`src/rtl/guess_round_ctrl.sv`:
```
// rtl/guess_round_ctrl.sv - windowed, restartable round sequencer for the guess-number game
//
// Ports:
//   clk, rst_n        rising-edge clock, synchronous active-low reset
//   start             level, begins a game when sampled in IDLE
//   next              level, closes the current answer window early
//   I1..I4            raw asynchronous player buttons (press = "yes")
//   A, B, C, D        per-player answer vectors, bit [r] = answer for round r
//   round_idx         current round number
//   busy              high while collecting or committing
//   round_done        one-cycle pulse in the cycle after each commit
//   done              one-cycle pulse in the cycle after the last commit

module guess_round_ctrl #(
    parameter int ROUNDS = 7,
    parameter int WINDOW = 1024
) (
    input  logic              clk,
    input  logic              rst_n,
    input  logic              start,
    input  logic              next,
    input  logic              I1,
    input  logic              I2,
    input  logic              I3,
    input  logic              I4,
    output logic [0:ROUNDS-1] A,
    output logic [0:ROUNDS-1] B,
    output logic [0:ROUNDS-1] C,
    output logic [0:ROUNDS-1] D,
    output logic [2:0]        round_idx,
    output logic              busy,
    output logic              round_done,
    output logic              done
);

    localparam int              CW       = $clog2(WINDOW) + 1;
    localparam logic [CW-1:0]   WIN_LOAD = CW'(WINDOW - 1);
    localparam logic [2:0]      LAST     = 3'(ROUNDS - 1);

    typedef enum logic [1:0] {
        ST_IDLE,
        ST_COLLECT,
        ST_COMMIT,
        ST_FINISH
    } state_t;

    state_t          state;
    state_t          state_next;
    logic [CW-1:0]   win_cnt;
    logic [3:0]      flags;
    logic [3:0]      pins;
    logic [3:0]      sync1;
    logic [3:0]      sync2;
    logic [3:0]      prev;
    logic [3:0]      rise;
    logic            start_game;
    logic            accumulate;
    logic            commit_round;
    logic            last_round;

    assign pins       = {I4, I3, I2, I1};
    assign rise       = sync2 & ~prev;
    assign last_round = (round_idx == LAST);

    // Two synchroniser flops plus a previous-value flop; edges are produced
    // in every state and simply ignored outside COLLECT.
    always_ff @(posedge clk) begin
        if (!rst_n) begin
            sync1 <= '0;
            sync2 <= '0;
            prev  <= '0;
        end else begin
            sync1 <= pins;
            sync2 <= sync1;
            prev  <= sync2;
        end
    end

    always_ff @(posedge clk) begin
        if (!rst_n) begin
            state <= ST_IDLE;
        end else begin
            state <= state_next;
        end
    end

    always_comb begin
        state_next   = state;
        busy         = 1'b0;
        done         = 1'b0;
        start_game   = 1'b0;
        accumulate   = 1'b0;
        commit_round = 1'b0;
        case (state)
            ST_IDLE: begin
                if (start) begin
                    start_game = 1'b1;
                    state_next = ST_COLLECT;
                end
            end
            ST_COLLECT: begin
                busy       = 1'b1;
                accumulate = 1'b1;
                if (win_cnt == '0 || next) begin
                    state_next = ST_COMMIT;
                end
            end
            ST_COMMIT: begin
                busy         = 1'b1;
                commit_round = 1'b1;
                state_next   = last_round ? ST_FINISH : ST_COLLECT;
            end
            ST_FINISH: begin
                done       = 1'b1;
                state_next = ST_IDLE;
            end
            default: begin
                state_next = ST_IDLE;
            end
        endcase
    end

    always_ff @(posedge clk) begin
        if (!rst_n) begin
            A          <= '0;
            B          <= '0;
            C          <= '0;
            D          <= '0;
            round_idx  <= '0;
            win_cnt    <= '0;
            flags      <= '0;
            round_done <= 1'b0;
        end else begin
            round_done <= commit_round;
            if (start_game) begin
                A         <= '0;
                B         <= '0;
                C         <= '0;
                D         <= '0;
                round_idx <= '0;
                win_cnt   <= WIN_LOAD;
                flags     <= '0;
            end
            // The counter may wrap on the exit cycle; it is reloaded before
            // the next window opens, so the wrapped value is never used.
            if (accumulate) begin
                flags   <= flags | rise;
                win_cnt <= win_cnt - CW'(1);
            end
            // Clearing flags here also discards any edge seen during COMMIT.
            if (commit_round) begin
                A[round_idx] <= flags[0];
                B[round_idx] <= flags[1];
                C[round_idx] <= flags[2];
                D[round_idx] <= flags[3];
                flags        <= '0;
                if (!last_round) begin
                    round_idx <= round_idx + 3'd1;
                    win_cnt   <= WIN_LOAD;
                end
            end
        end
    end

endmodule

```
`config.mk`:
```
export PLATFORM = sky130hd
export DESIGN_NAME = guess_round_ctrl
export DESIGN_NICKNAME = d
export VERILOG_FILES = /design/src/rtl/guess_round_ctrl.sv
export SDC_FILE = /design/constraint.sdc
export NUM_CORES = 1
export LEC_CHECK = 0
export ABC_AREA = 1
export BUFFER_PORTS_ARGS = -buffer_cell sky130_fd_sc_hd__buf_4
export CORE_UTILIZATION = 40
export CTS_CLUSTER_SIZE = 8
export DETAILED_ROUTE_END_ITERATION = 8
export PLACE_DENSITY = 0.68
export REMOVE_ABC_BUFFERS = 1
export SYNTH_ARGS = -nofsm -noshare
export SYNTH_HDL_FRONTEND = slang
export SYNTH_SLANG_ARGS = --single-unit
```
`constraint.sdc`:
```
create_clock -name clk -period 2.4 [get_ports clk]
set_input_delay 0.6 -clock clk [delete_from_list [all_inputs] [get_ports clk]]
set_output_delay 0.6 -clock clk [all_outputs]
set_load 0.05 [all_outputs]
```
==> results.cfg <==
[min_path]
hp-class = register to register
min_from = sync1[1]
hold_depth = 2

[drt]
antenna_left = 0
drt_iter0_markers = 180
via_count = 2215
wl_per_cell_um = 12.5
vias_per_cell = 4.97
drt_wl_total_um = 5590
drtPass1Iterations = 4
drcViolationCount = 0

[critical_path]
crit_required_ns = 1.80
critPathKind = register to primary output
r2r_slack_ns = 0.71
crit_family = flip-flops
worstPathMaxFanout = 4
path_cells = inv_1, ha_1, buf_4
cp-start-kind = register
cp.depth = 3
r2r-start = state[0]
crit_path_end_kind = primary output
arrival_ns = 1.33
crit_slowest_cell = dfxtp_1
worstPathBufferInverterCount = 2
startpoint = state[0]
rr_worst_depth = 5
critPathMaxStageDelay_ns = 0.39

[power_and_ir_drop]
vdd_drop_max_mv = 0.539
powerDensity_nw_per_um2 = 929
seqPwrFrac_pct = 41.7
power.share.switching_pct = 38.4
p_sw_w = 0.00110
p_comb_share_pct = 30.7
internal-power_w = 0.00177
power.share.clock_pct = 27.6
p_leak_nw = 1.40

[sta]
period_minus_slack_ns = 1.93
tightest_slew_ns = 0.403
rsz0062_at_grt = no
finalSetupViolCount = 0
slew_headroom_pct = 73.1
tns_ns = 0
finalHoldViolCount = 0
clock_skew_ns = 0.00886
max_freq_mhz = 518
finalCritPeriodShare_pct = 80.5
slew_violations = 0
fin_ws_ns = 0.468

[place]
place_congestion = 0.880
place_ws_ns = 0.695
dp_hpwl_um = 3920
port_buffers = 41

[cts]
clk_latency_ns = 0.34
htree_levels = 3
cts_tree = yes
cts_buffers = 9
clockBufferDepth = 2
cts_resized = 0
cts.sinks = 61
root_buffer = clkbuf_8
clk_pin_slew_ns = 0.07
post_cts_buffers = 0
ctsHoldBuffers = 0

[synth]
synth_cell_types = 28
ys_warn_count = 0
syn-cell-area_um2 = 2540
netlist_instances = 322
synthTopCellsByArea = dfxtp_1, nand2_1, a21oi_1
seq_area_frac_synth_pct = 48.0
synth_flop_cell = dfxtp_1
avgSynthCellArea_um2 = 7.90
synthArstFlopShare_pct = 0
yosys.area.top_type = dfxtp_1
synth_top_area_share_pct = 48.0
ys_ff_latch = 61
synth_edf_count = 0

[grt]
gr-total-overflow = 0
grt_pass1_wl_um = 9230
grt_max_degree = 31
track_usage_pct = 18.4
grt_pass1_vias = 2045
antenna_found_initial = 0

[layout]
area_delta_synth_final_pct = 21.5
antenna_cells = 0
regArea_um2 = 1220
multiInputGateArea_um2 = 1090
drive_above_1_share_pct = 19.9
nFillCells = 601
layout_common_cells = dfxtp_1, nand2_1, buf_4, inv_1, a21oi_1
fin_nets = 382

[floorplanning]
die_w_um = 81.7
design.core.area_um2 = 6030
initial_core_util_pct = 42.2
rows = 28
io_pins = 42
dieArea_um2 = 6680
die_y_um = 81.7

[run_status]
status = finished clean

[run]
drv_cap = 0
-- worst paths after layout --
path	end
setup / recovery	busy
hold / removal	sync2[1]
setup reg to reg	B[3]
hold reg to reg	sync2[1]
-- power groups by stage --
stage / Clock, W / Sequential [W] / Combinational (W)
after global routing: 0.000868 / 0.00121 / 0.000996
after floorplan: 0 / 0.00126 / 0.000607
final: 0.000793 / 0.00120 / 0.000880
after CTS: 0.000825 / 0.00120 / 0.000875
after detailed placement: 0 / 0.00122 / 0.000869
after global placement: 0 / 0.00122 / 0.000861
-- final cells by class --
class,instances,area share (%)
repair buffers,44,10.7
multi-input cells,203,35.3
well taps,75,3.04
clock inverters,6,1.62
inverters,47,5.71
flip-flops and latches,61,39.5
clock buffers,10,4.13
-- registers in the layout (all words and copies together) (netlist names) --
| signal | flops |
|---|---|
| A | 7 |
| B | 7 |
| C | 7 |
| D | 7 |
| flags | 4 |
| prev | 4 |
| round_done | 1 |
| round_idx | 3 |
| state | 2 |
| sync1 | 4 |
| sync2 | 4 |
| win_cnt | 11 |
-- tightest hold or removal path: stages (launching register included) --
cell and delay [ns]:
dfxtp_1 0.31, nand2_1 0.05, inv_1 0.04
-- routing by layer --
metal	vias up	part of all wire, %	global-route usage [%]
met5	-	0	0
met4	0	2.3	10.4
met3	12	5.8	4.22
met2	68	43	27.9
met1	980	48	24.0
li1	1155	-	-
-- logic make-up after synthesis --
logic type | count (synthesis) | share of synthesized area (%)
adders and majority gates | 8 | 3.94
AOI/OAI and AO/OA | 87 | 19.4
DFF | 61 | 48.0
and+or+nand+nor | 108 | 19.6
buffers and inverters | 58 | 9.10
-- stage by stage --
step | total power (W) | instance area, um^2 | utilization [%] | hold slack, ns | instances
2_1_floorplan | 0.00187 | 2490 | - | 0.390 | 311
3_3_place_gp | 0.00208 | 2910 | 48.3 | 0.392 | 430
3_5_place_dp | 0.00209 | 2910 | 48.3 | 0.399 | 430
4_1_cts | 0.00290 | 3090 | 51.3 | 0.416 | 446
5_1_grt | 0.00307 | 3090 | 51.3 | 0.425 | 446
6_report | 0.00287 | 3090 | 51.3 | 0.418 | 446
-- synth_stat cells (2+ instances only) --
master,n
ha_1,8
buf_2,2
dfxtp_1,61
a21oi_1,38
nand2_1,61
a211oi_1,15
buf_4,3
clkbuf_1,6
nand4_1,6
nor2_4,3
a31oi_1,4
nand3_1,12
o21ai_1,3
nor2_1,18
inv_1,41
nor2_2,2
o31ai_1,3
nand2_2,2
o21ai_0,21
inv_2,5
(Power assumes the default switching activity.)
